===== src/rtl/sync_fifo_width_packer.sv =====
// sync_fifo_width_packer
// Packs RATIO narrow upstream words into one OUT_WIDTH word for the sync_fifo
// write side. A lane-valid mask (o_keep) accompanies each packed word so that
// a word cut short by i_last can be flushed with only its received lanes
// marked valid. The packed word, mask and valid bit are registered.
//
// Build option: define SYNC_FIFO_PACKER_MSB_FIRST_EN to place the first
// received word in the MSBs of o_data (default: first word in the LSBs).
// o_keep bit k always refers to the k-th received word in either build.

module sync_fifo_width_packer #(
  parameter int IN_WIDTH  = 8,
  parameter int RATIO     = 4,
  parameter int OUT_WIDTH = IN_WIDTH * RATIO,
  parameter int CNT_WIDTH = $clog2(RATIO)
) (
  input  logic                 i_clk,
  input  logic                 i_rst_n,
  input  logic                 i_valid_s,
  input  logic [IN_WIDTH-1:0]  i_data,
  input  logic                 i_last,
  output logic                 o_ready_s,
  output logic                 o_valid_m,
  output logic [OUT_WIDTH-1:0] o_data,
  output logic [RATIO-1:0]     o_keep,
  input  logic                 i_ready_m
);

  localparam int                   ACC_WIDTH = (RATIO - 1) * IN_WIDTH;
  localparam logic [CNT_WIDTH-1:0] LAST_LANE = CNT_WIDTH'(RATIO - 1);

  typedef enum logic [0:0] {
    ST_ACCUM      = 1'b0,
    ST_FLUSH_PEND = 1'b1
  } state_e;

  state_e                 state_q, state_d;
  logic [CNT_WIDTH-1:0]   cnt_q, cnt_d;
  logic [ACC_WIDTH-1:0]   acc_q, acc_d;
  logic [OUT_WIDTH-1:0]   data_q, data_d;
  logic [RATIO-1:0]       keep_q, keep_d;
  logic                   valid_q, valid_d;

  logic                   out_free_s;
  logic                   in_fire_s;
  logic                   load_s;
  logic [OUT_WIDTH-1:0]   acc_ext_s;
  logic [OUT_WIDTH-1:0]   packed_s;
  logic [RATIO-1:0]       keep_s;
  logic [IN_WIDTH-1:0]    lane_s;

  // The output register can take a new word when empty or draining this cycle.
  assign out_free_s = ~valid_q | i_ready_m;

  // A full word needs out_free; a flush in progress blocks all input.
  assign o_ready_s = i_rst_n & (state_q == ST_ACCUM) &
                     ((cnt_q != LAST_LANE) | out_free_s);

  assign in_fire_s = i_valid_s & o_ready_s;

  // Accumulator widened to RATIO lanes so every lane index is in range.
  assign acc_ext_s = {{IN_WIDTH{1'b0}}, acc_q};

  // Assemble the candidate packed word: lanes 0..cnt valid, upper lanes zero.
  // In ACCUM the completing lane comes straight from i_data; in FLUSH_PEND it
  // was already written into the accumulator.
  always_comb begin
    packed_s = {OUT_WIDTH{1'b0}};
    keep_s   = {RATIO{1'b0}};
    lane_s   = {IN_WIDTH{1'b0}};
    for (int k = 0; k < RATIO; k++) begin
      if ((CNT_WIDTH'(k) == cnt_q) && (state_q == ST_ACCUM)) begin
        lane_s = i_data;
      end else if (CNT_WIDTH'(k) <= cnt_q) begin
        lane_s = acc_ext_s[k*IN_WIDTH +: IN_WIDTH];
      end else begin
        lane_s = {IN_WIDTH{1'b0}};
      end
      keep_s[k] = (CNT_WIDTH'(k) <= cnt_q);
`ifdef SYNC_FIFO_PACKER_MSB_FIRST_EN
      packed_s[(RATIO-1-k)*IN_WIDTH +: IN_WIDTH] = lane_s;
`else
      packed_s[k*IN_WIDTH +: IN_WIDTH] = lane_s;
`endif
    end
  end

  // Next-state, lane counter, accumulator and output-register load decisions.
  always_comb begin
    state_d = state_q;
    cnt_d   = cnt_q;
    acc_d   = acc_q;
    data_d  = data_q;
    keep_d  = keep_q;
    valid_d = valid_q;
    load_s  = 1'b0;

    if (valid_q && i_ready_m) begin
      valid_d = 1'b0;
    end else begin
      valid_d = valid_q;
    end

    case (state_q)
      ST_ACCUM: begin
        if (in_fire_s) begin
          if (cnt_q == LAST_LANE) begin
            load_s = 1'b1;
            cnt_d  = {CNT_WIDTH{1'b0}};
          end else if (!i_last) begin
            for (int k = 0; k < RATIO - 1; k++) begin
              if (CNT_WIDTH'(k) == cnt_q) begin
                acc_d[k*IN_WIDTH +: IN_WIDTH] = i_data;
              end else begin
                acc_d[k*IN_WIDTH +: IN_WIDTH] = acc_q[k*IN_WIDTH +: IN_WIDTH];
              end
            end
            cnt_d = cnt_q + CNT_WIDTH'(1);
          end else if (out_free_s) begin
            load_s = 1'b1;
            cnt_d  = {CNT_WIDTH{1'b0}};
          end else begin
            // Partial word cannot leave yet: park it and hold cnt as its last lane.
            for (int k = 0; k < RATIO - 1; k++) begin
              if (CNT_WIDTH'(k) == cnt_q) begin
                acc_d[k*IN_WIDTH +: IN_WIDTH] = i_data;
              end else begin
                acc_d[k*IN_WIDTH +: IN_WIDTH] = acc_q[k*IN_WIDTH +: IN_WIDTH];
              end
            end
            state_d = ST_FLUSH_PEND;
          end
        end else begin
          cnt_d = cnt_q;
        end
      end
      ST_FLUSH_PEND: begin
        if (out_free_s) begin
          load_s  = 1'b1;
          cnt_d   = {CNT_WIDTH{1'b0}};
          state_d = ST_ACCUM;
        end else begin
          state_d = ST_FLUSH_PEND;
        end
      end
      default: begin
        state_d = ST_ACCUM;
        cnt_d   = {CNT_WIDTH{1'b0}};
      end
    endcase

    // A load wins over a same-cycle drain, giving back-to-back words.
    if (load_s) begin
      valid_d = 1'b1;
      data_d  = packed_s;
      keep_d  = keep_s;
    end else begin
      data_d  = data_q;
      keep_d  = keep_q;
    end
  end

  // State, counter, accumulator and output register with asynchronous clear.
  always_ff @(posedge i_clk or negedge i_rst_n) begin
    if (!i_rst_n) begin
      state_q <= ST_ACCUM;
      cnt_q   <= {CNT_WIDTH{1'b0}};
      acc_q   <= {ACC_WIDTH{1'b0}};
      data_q  <= {OUT_WIDTH{1'b0}};
      keep_q  <= {RATIO{1'b0}};
      valid_q <= 1'b0;
    end else begin
      state_q <= state_d;
      cnt_q   <= cnt_d;
      acc_q   <= acc_d;
      data_q  <= data_d;
      keep_q  <= keep_d;
      valid_q <= valid_d;
    end
  end

  assign o_valid_m = valid_q;
  assign o_data    = data_q;
  assign o_keep    = keep_q;

endmodule


===== config.mk =====
export PLATFORM = sky130hd
export DESIGN_NAME = sync_fifo_width_packer
export DESIGN_NICKNAME = d
export VERILOG_FILES = /design/src/rtl/sync_fifo_width_packer.sv
export SDC_FILE = /design/constraint.sdc
export NUM_CORES = 1
export LEC_CHECK = 0
export ABC_AREA = 0
export CAP_MARGIN = 25
export CORE_MARGIN = 8
export CORE_UTILIZATION = 35
export CTS_CLUSTER_SIZE = 14
export DETAILED_ROUTE_END_ITERATION = 8
export SLEW_MARGIN = 20
export SYNTH_ARGS = -nofsm -noshare
export SYNTH_HDL_FRONTEND = slang
export SYNTH_SLANG_ARGS = --single-unit

===== constraint.sdc =====
create_clock -name i_clk -period 2.2 [get_ports i_clk]
set_input_delay 0.44 -clock i_clk [delete_from_list [all_inputs] [get_ports i_clk]]
set_output_delay 0.44 -clock i_clk [all_outputs]
set_load 0.01 [all_outputs]

Yosys cells after proc, flatten, opt, wreduce, memory -nomap -nowiden
Cells that the tools add are included.
{"block": "classes", "n_addsub": 1, "n_lt_le_gt_ge": 4, "n_eq_ne": 7, "mux": 29, "bitwise": 8, "reduce_logical": 8}
{"cell": "$mux 8", "count": 10}
{"cell": "$mux 24", "count": 2}
{"cell": "$mux 1", "count": 10}
{"cell": "$mux 2", "count": 4}
{"cell": "$ne 2x2->1 const B", "count": 3}
{"cell": "$logic_and 1x1->1", "count": 5}
{"cell": "$eq 2x2->1 const A", "count": 2}
{"cell": "$le 1x2->1 const A", "count": 2}
{"cell": "$le 2x2->1 const A", "count": 2}
{"cell": "$pmux 1 s2", "count": 2}
{"cell": "$pmux 2 s2", "count": 1}
{"cell": "$reduce_and 4->1", "count": 1}
{"cell": "$and 1x1->1", "count": 3}
{"cell": "$not 1->1", "count": 3}
{"cell": "$add 2x1->2 const B", "count": 1}
{"cell": "$eq 1x2->1 const A", "count": 1}
{"cell": "$eq 2x2->1 const B", "count": 1}
{"cell": "$logic_not 2->1", "count": 1}
{"cell": "$or 1x1->1", "count": 2}
{"cell": "$reduce_bool 2->1", "count": 1}
{"block": "totals", "reg_bits": 64, "out_inout_bits": 38}

Logic depth before layout (Yosys ltp)
Gate-level depths: netlist of the first run.
{"block": "logic_depth", "word_depth": 8, "depth_mapped": 6, "ltp_nobuf": 5}

Worst setup path before layout of the first run
OpenSTA, ideal clock, no wires.
{"block": "synth_path", "kind": "register to register", "from": "reg cnt_q[1]", "to": "reg acc_q[10]", "arrival_ns": 1.739, "t_required_ns": 2.075, "path_slack_ns": 0.336, "stages_incl_launch_ff": 7, "cell_sequence": "dfrtp_1 -> ha_1 -> buf_4 -> and4bb_2 -> o2111a_1 -> buf_4 -> mux2_2"}
{"block": "synth_via", "elab_chain_cells": 5, "elab_cells_between_ends": 11}
{"item": "from (decl)", "line_no": "38", "text": "logic [CNT_WIDTH-1:0] cnt_q, cnt_d;"}
{"item": "from (signal assigned)", "line_no": "167", "text": "cnt_q <= {CNT_WIDTH{1'b0}};"}
{"item": "from (signal assigned)", "line_no": "174", "text": "cnt_q <= cnt_d;"}
{"item": "$ne 2x2->1", "line_no": "57", "text": "((cnt_q != LAST_LANE) | out_free_s);"}
{"item": "$or 1x1->1", "line_no": "57"}
{"item": "$and 1x1->1", "line_no": "56", "text": "assign o_ready_s = i_rst_n & (state_q == ST_ACCUM) &"}
{"item": "$and 1x1->1", "line_no": "59", "text": "assign in_fire_s = i_valid_s & o_ready_s;"}
{"item": "$reduce_and 4->1 (no line)"}
{"item": "to (signal assigned)", "line_no": "168", "text": "acc_q <= {ACC_WIDTH{1'b0}};"}
{"item": "to (decl)", "line_no": "39", "text": "logic [ACC_WIDTH-1:0] acc_q, acc_d;"}
Several ways; a longest one is shown, not always the timed one. The select of a mux whose other input is x is not followed.
A chain may end at the register's enable or synchronous reset.

Worst setup path in the final report of the first run
{"block": "layout_path", "from": "in i_rst_n", "to": "out o_ready_s"}
{"block": "layout_via", "elab_chain_cells": 2}
{"item": "from (decl)", "line_no": "18", "text": "input logic i_rst_n,"}
{"item": "$and 1x1->1 (2 in a row)", "line_no": "56"}
{"item": "to (decl)", "line_no": "22", "text": "output logic o_ready_s,"}
Every way passes these cells.

==> results of run 1 <==
-- routing by layer --
| metal | vias to the layer above | track usage (%) | wire length [um] |
|---|---|---|---|
| met5 | - | 0 | 0 |
| met3 | 10 | 3.409 | 336 |
| li1 | 951 | - | - |
| met4 | 0 | 4.865 | 95 |
| met2 | 40 | 17.65 | 3152 |
| met1 | 972 | 16.71 | 3855 |
-- worst max path at each step --
stage          startpoint        end  slack, ps  cells after the start
2_1_floorplan    cnt_q[1]  acc_q[10]        340                      6
3_3_place_gp    i_valid_s  acc_q[12]         70                      5
3_5_place_dp       i_last  acc_q[20]         70                      4
4_1_cts           i_rst_n  o_ready_s         40                      5
5_1_grt           i_rst_n  o_ready_s         -1                      5
6_report          i_rst_n  o_ready_s         50                      5
-- power breakdown --
group / switching, W / total, W / internal, W
Sequential: 0.000275 / 0.00194 / 0.00166
Clock: 0.000479 / 0.00106 / 0.000581
Combinational: 0.000720 / 0.00195 / 0.00123
-- kinds of logic (layout without fill, tap and decap cells) --
logic type,Yosys count,count (layout),share of synthesized area (%)
AO/OA/AOI/OAI,33,33,8.654
adder cells (fa/ha/maj),5,5,1.985
buffers and inverters,16,91,3.453
flip-flops,64,64,50.81
multiplexers,74,74,28.70
other,0,1,0
AND/OR/NAND/NOR,30,30,6.392
-- final cells by class --
class	count	area, um2
fillers	761	4616
flip-flops and latches	64	1604
multi-input cells	142	1444
repair buffers	72	701.9
clock buffers	11	151.4
well taps	108	135.1
clock inverters	5	55.05
inverters	3	11.26
diodes	1	2.502
-- repair_timing --
item | CTS | global route
setup buffers | 0 | 0
gates resized for setup | 4 | 1
endpoints found under the hold margin | 2 | 0
pin swaps | 0 | 0
hold buffers | 1 | 0
setup endpoints to repair | 1 | 1
-- critical path: stages --
cell,delay [ps]
dlygate4sd3_1,570
clkbuf_4,230
nand2b_1,70
a21oi_1,100
dlygate4sd2_1,290
-- through the flow --
step / std cells / worst slack, ps / setup TNS [ps] / power [W] / hold slack (ps)
2_1_floorplan: 222 / 335.9 / 0 / 0.003054 / 144.4
3_3_place_gp: 388 / 74.98 / 0 / 0.003885 / 296.6
3_5_place_dp: 388 / 69.11 / 0 / 0.003916 / 299.6
4_1_cts: 405 / 40.69 / 0 / 0.005002 / 482.1
5_1_grt: 406 / -0.9830 / -0.9830 / 0.005237 / 515.4
6_report: 406 / 53.69 / 0 / 0.004944 / 476.5
-- state kept, by name (all words and copies together) (netlist names) --
name and flops:
o_keep 4, state_q 1, o_valid_m 1, cnt_q 2
acc_q 24, o_data 32
-- cells in the final DEF (no fill, tap or decap), types with 2 or more instances in the layout --
master            n
nand2_1           2
ha_1              4
a22o_1           14
nor2_1            4
o31ai_1           2
nand2b_1          3
clkbuf_8         11
dfrtp_1          62
clkinvlp_4        2
mux2_2           51
mux2i_1           3
o21a_1            2
buf_4            18
mux2_4           20
buf_12            3
o21ai_0           3
o2bb2ai_1         2
nor2b_1          13
dfrtp_2           2
o211ai_2          2
inv_1             3
clkinv_2          2
clkdlybuf4s50_1  48
a21oi_1           2
==> impl_metrics.toml, run 1 <==
[worst_setup_path]
crit_fanout = 9
crit_type = "primary input to output port"
r2r_start = "cnt_q[0]"
required_ps = 1760
endpoint_kind = "output port"
regToRegSetupSlack_ps = 280
critPathArrivalTime_ps = 1710
r2r_end = "o_data[7]"
r2r_cells = 6
start_kind = "primary input"

[clock_network]
clk_transition_reported_paths_ps = 80
cts_tree = "yes"
cts-root-buf = "clkbuf_8"
htreeDepth = 3
clk_path_buf_depth = 2
clock_sinks = 64
clkLatencyLatePin_ps = 350
cts-buffers-inserted = 9

[place]
dp_hpwl_mm = 5.191
portBuffers = 50
dpl_cell_area_um2 = 3880
place_congestion = 0.7512

[routing]
wirelength_mm = 7.440
drt_iter0_drc = 62
routed_via_density = 4.860
drtAntennaViolNets = 0
wire_per_inst_um = 18.33
vias = 1973
dr.pass1.iters = 4
drcViolationCount = 0

[sta]
hold_viol_final = 0
slew_viol_final = 0
worst_pin_slew_ps = 676.5
clock_skew_ps = 11.76
period_needed_ps = 2146
period_share_pct = 97.56
slew_headroom_pct = 54.90
fmax_mhz = 465.9
setup_violations = 0

[power_and_ir_drop]
cellPowerDensity_nw_per_um2 = 1204
peakVddDrop_v = 0.0006484
p_leak_nw = 1.805

[floorplan]
initial_core_util_pct = 36.14
row_count = 34
dieWidth_um = 110.9
die_y_um = 110.9
dieArea_um2 = 12300
core_area_um2 = 8721
io_pins = 51

[grt]
first_global_vias = 2210
antenna_found_initial = 1
track_usage_pct = 12.22
grt_max_degree = 52
grt_pass1_wl_mm = 12.10
grt_overflow = 0

[synthesis]
avgSynthCellArea_um2 = 14.20
yosysTopAreaCellShare_pct = 50.81
ys_seq_elements = 64
syn-cell-area_um2 = 3152
synthArstFlopShare_pct = 100.0
yosysUniqueCellTypes = 36
yosys-top-cells-count = "dfrtp_1 (64), mux2_2 (51), mux2_4 (20)"
ys_seq_area_share_pct = 50.81
ys_warn_count = 0
synth_most_common_cell = "dfrtp_1"
syn_inst = 222
yosys-top-cells-area = "dfrtp_1 (51%), mux2_2 (18%), mux2_4 (9.5%)"
synth_edf_count = 0
synth_ff_type = "dfrtp_1"
syn-num-nets = 240
yosys.area.top_type = "dfrtp_1"

[layout]
syn2layout_area_growth_pct = 30.25
design_area_um2 = 4105
layout.nets = 310
finish.utilization_pct = 47.07
drive_above_1_share_pct = 40.40

[min_path]
hold_end = "o_keep[0]"
hold_start = "o_keep[0]"
min_path_cells = 1
hp-class = "register to register"

[outcome]
status = "complete, no violations"

[job]
cap_violations = 0
(Power assumes the default switching activity.)
==> inputs of run 2 (changes only) <==
--- a/config.mk
+++ b/config.mk
@@ -10,5 +10,4 @@
 export CORE_MARGIN = 8
 export CORE_UTILIZATION = 35
-export CTS_CLUSTER_SIZE = 14
 export DETAILED_ROUTE_END_ITERATION = 8
 export SLEW_MARGIN = 20
==> constraint.sdc (replaced) <==
create_clock -name i_clk -period 2.2 [get_ports i_clk]
set_input_delay 0.33 -clock i_clk [delete_from_list [all_inputs] [get_ports i_clk]]
set_output_delay 0.33 -clock i_clk [all_outputs]
set_load 0.01 [all_outputs]
==> impl_metrics.toml, run 2 (synthesis results as in run 1) <==
[outcome]
status = "complete, no violations"

[routing]
drt_iter0_drc = 64
drtAntennaViolNets = 0
wire_per_inst_um = 17.69
drcViolationCount = 0
routed_via_density = 5.007
dr.pass1.iters = 4
wirelength_mm = 7.093
vias = 2008

[power_and_ir_drop]
p_leak_nw = 1.794
swShare_pct = 29.06
combPwrFrac_pct = 38.6
internal_power_w = 0.003544
p_clk_share_pct = 22.6
p_switching_w = 0.001451
cellPowerDensity_nw_per_um2 = 1232
peakVddDrop_v = 0.0006285
seqPwrFrac_pct = 38.8

[grt]
antenna_found_initial = 0
grt_max_degree = 41
track_usage_pct = 11.69
grt_overflow = 0
grt_pass1_wl_mm = 11.50
first_global_vias = 2137

[sta]
grt_setup_unrepaired = "false"
slew_viol_final = 0
period_share_pct = 96.06
clock_skew_ps = 8.063
tns_ps = 0
slew_headroom_pct = 61.99
setup_violations = 0
postLayoutSetupSlackWorst_ps = 86.79
period_needed_ps = 2113
worst_pin_slew_ps = 568.9
fmax_mhz = 473.2
hold_viol_final = 0

[floorplan]
initial_core_util_pct = 36.14
dieArea_um2 = 12300
die_y_um = 110.9
core_area_um2 = 8721
dieWidth_um = 110.9
io_pins = 51
row_count = 34

[worst_setup_path]
regToRegSetupSlack_ps = 170
required_ps = 2420
critPathArrivalTime_ps = 2330
endpoint_kind = "register"
crit_fanout = 11
start_kind = "primary input"
r2r_cells = 4
crit_type = "primary input to register"

[clock_network]
htreeDepth = 3
clock_sinks = 64
post_cts_buffers = 0
cts-root-buf = "clkbuf_8"
clk_path_buf_depth = 2
cts-buffers-inserted = 9
clkLatencyLatePin_ps = 340
cts_tree = "yes"
clk_transition_reported_paths_ps = 80

[place]
portBuffers = 50
dp_slack_ps = 8.794
dp_hpwl_mm = 4.987
place_congestion = 0.7848
dpl_cell_area_um2 = 3825

[layout]
layout_common_cells = "dfrtp_1 (64), mux2_2 (51), clkdlybuf4s50_1 (48)"
diodes = 0
drive_above_1_share_pct = 38.57
syn2layout_area_growth_pct = 28.62
mostFrequentLayoutCell = "dfrtp_1"
layout.nets = 306
largest_reg_flops = 32
finish.utilization_pct = 46.48
design_area_um2 = 4054

[job]
cap_violations = 0

[min_path]
hp-class = "primary input to asynchronous set/reset pin"
-- run 2: cell count changes in the layout (fill, tap and decap cells not counted) --
cell,before,now
clkinv_2,2,3
dfrtp_1,62,64
buf_4,18,16
clkbuf_8,11,10
buf_12,3,1
ha_2,1,0
bufinv_16,1,2
buf_2,0,1
clkinvlp_4,2,1
clkbuf_4,1,0
dfrtp_2,2,0
ha_1,4,5
diode_2,1,0
-- run 2: worst max-delay path, cell delays in order --
cell and delay (ps):
dlygate4sd3_1 550, buf_2 260, and4bb_2 310, o2111a_1 490, mux2_2 390
-- run 2: layout make-up --
class,instances,area (um2)
Clock buffer,10,137.6
Clock inverter,6,82.58
Fill cell,783,4667
Inverter,3,11.26
Multi-Input combinational cell,142,1441
Sequential cell,64,1602
Tap cell,108,135.1
Timing Repair Buffer,68,644.4
-- run 2: metrics by stage --
stage          cells  power (W)  hold WS [ps]
2_1_floorplan    222   0.003054         34.41
3_3_place_gp     384   0.003877         196.6
3_5_place_dp     384   0.003901         206.2
4_1_cts          401   0.005066         400.6
5_1_grt          401   0.005298         406.1
6_report         401   0.004995         415.3
-- run 2: worst paths after layout --
path / endpoint / start
worst max-delay path: acc_q[10] / i_rst_n
worst min-delay path: o_keep[3] / i_rst_n
worst max register to register: acc_q[10] / cnt_q[0]
worst min register to register: o_keep[0] / o_keep[0]
max in group asynchronous: o_data[6] / i_rst_n
min in group i_clk: o_keep[0] / o_keep[0]
-- run 2: power by group through the flow --
stage                     Combinational, W  Sequential [W]  Clock [W]
after detailed placement           0.00195         0.00195          0
final                              0.00193         0.00194    0.00113
after global placement             0.00193         0.00194          0
after floorplan                    0.00103         0.00202          0
after global routing               0.00208         0.00201    0.00120
after CTS                          0.00196         0.00194    0.00116
-- run 2: routing by layer --
| metal | up-vias | part of all wire, % | global-route usage, % |
|---|---|---|---|
| li1 | 941 | - | - |
| met4 | 0 | 1.6 | 4.414 |
| met3 | 10 | 5.4 | 4.329 |
| met1 | 1016 | 51 | 16.07 |
| met5 | - | 0 | 0 |
| met2 | 41 | 42 | 16.10 |
-- run 2: repair_timing --
| action | in CTS | in global routing |
|---|---|---|
| resized for setup | 1 | 0 |
| endpoints found under the setup margin | 1 | 0 |
| hold buffers | 1 | 0 |
| endpoints found under the hold margin | 2 | 0 |
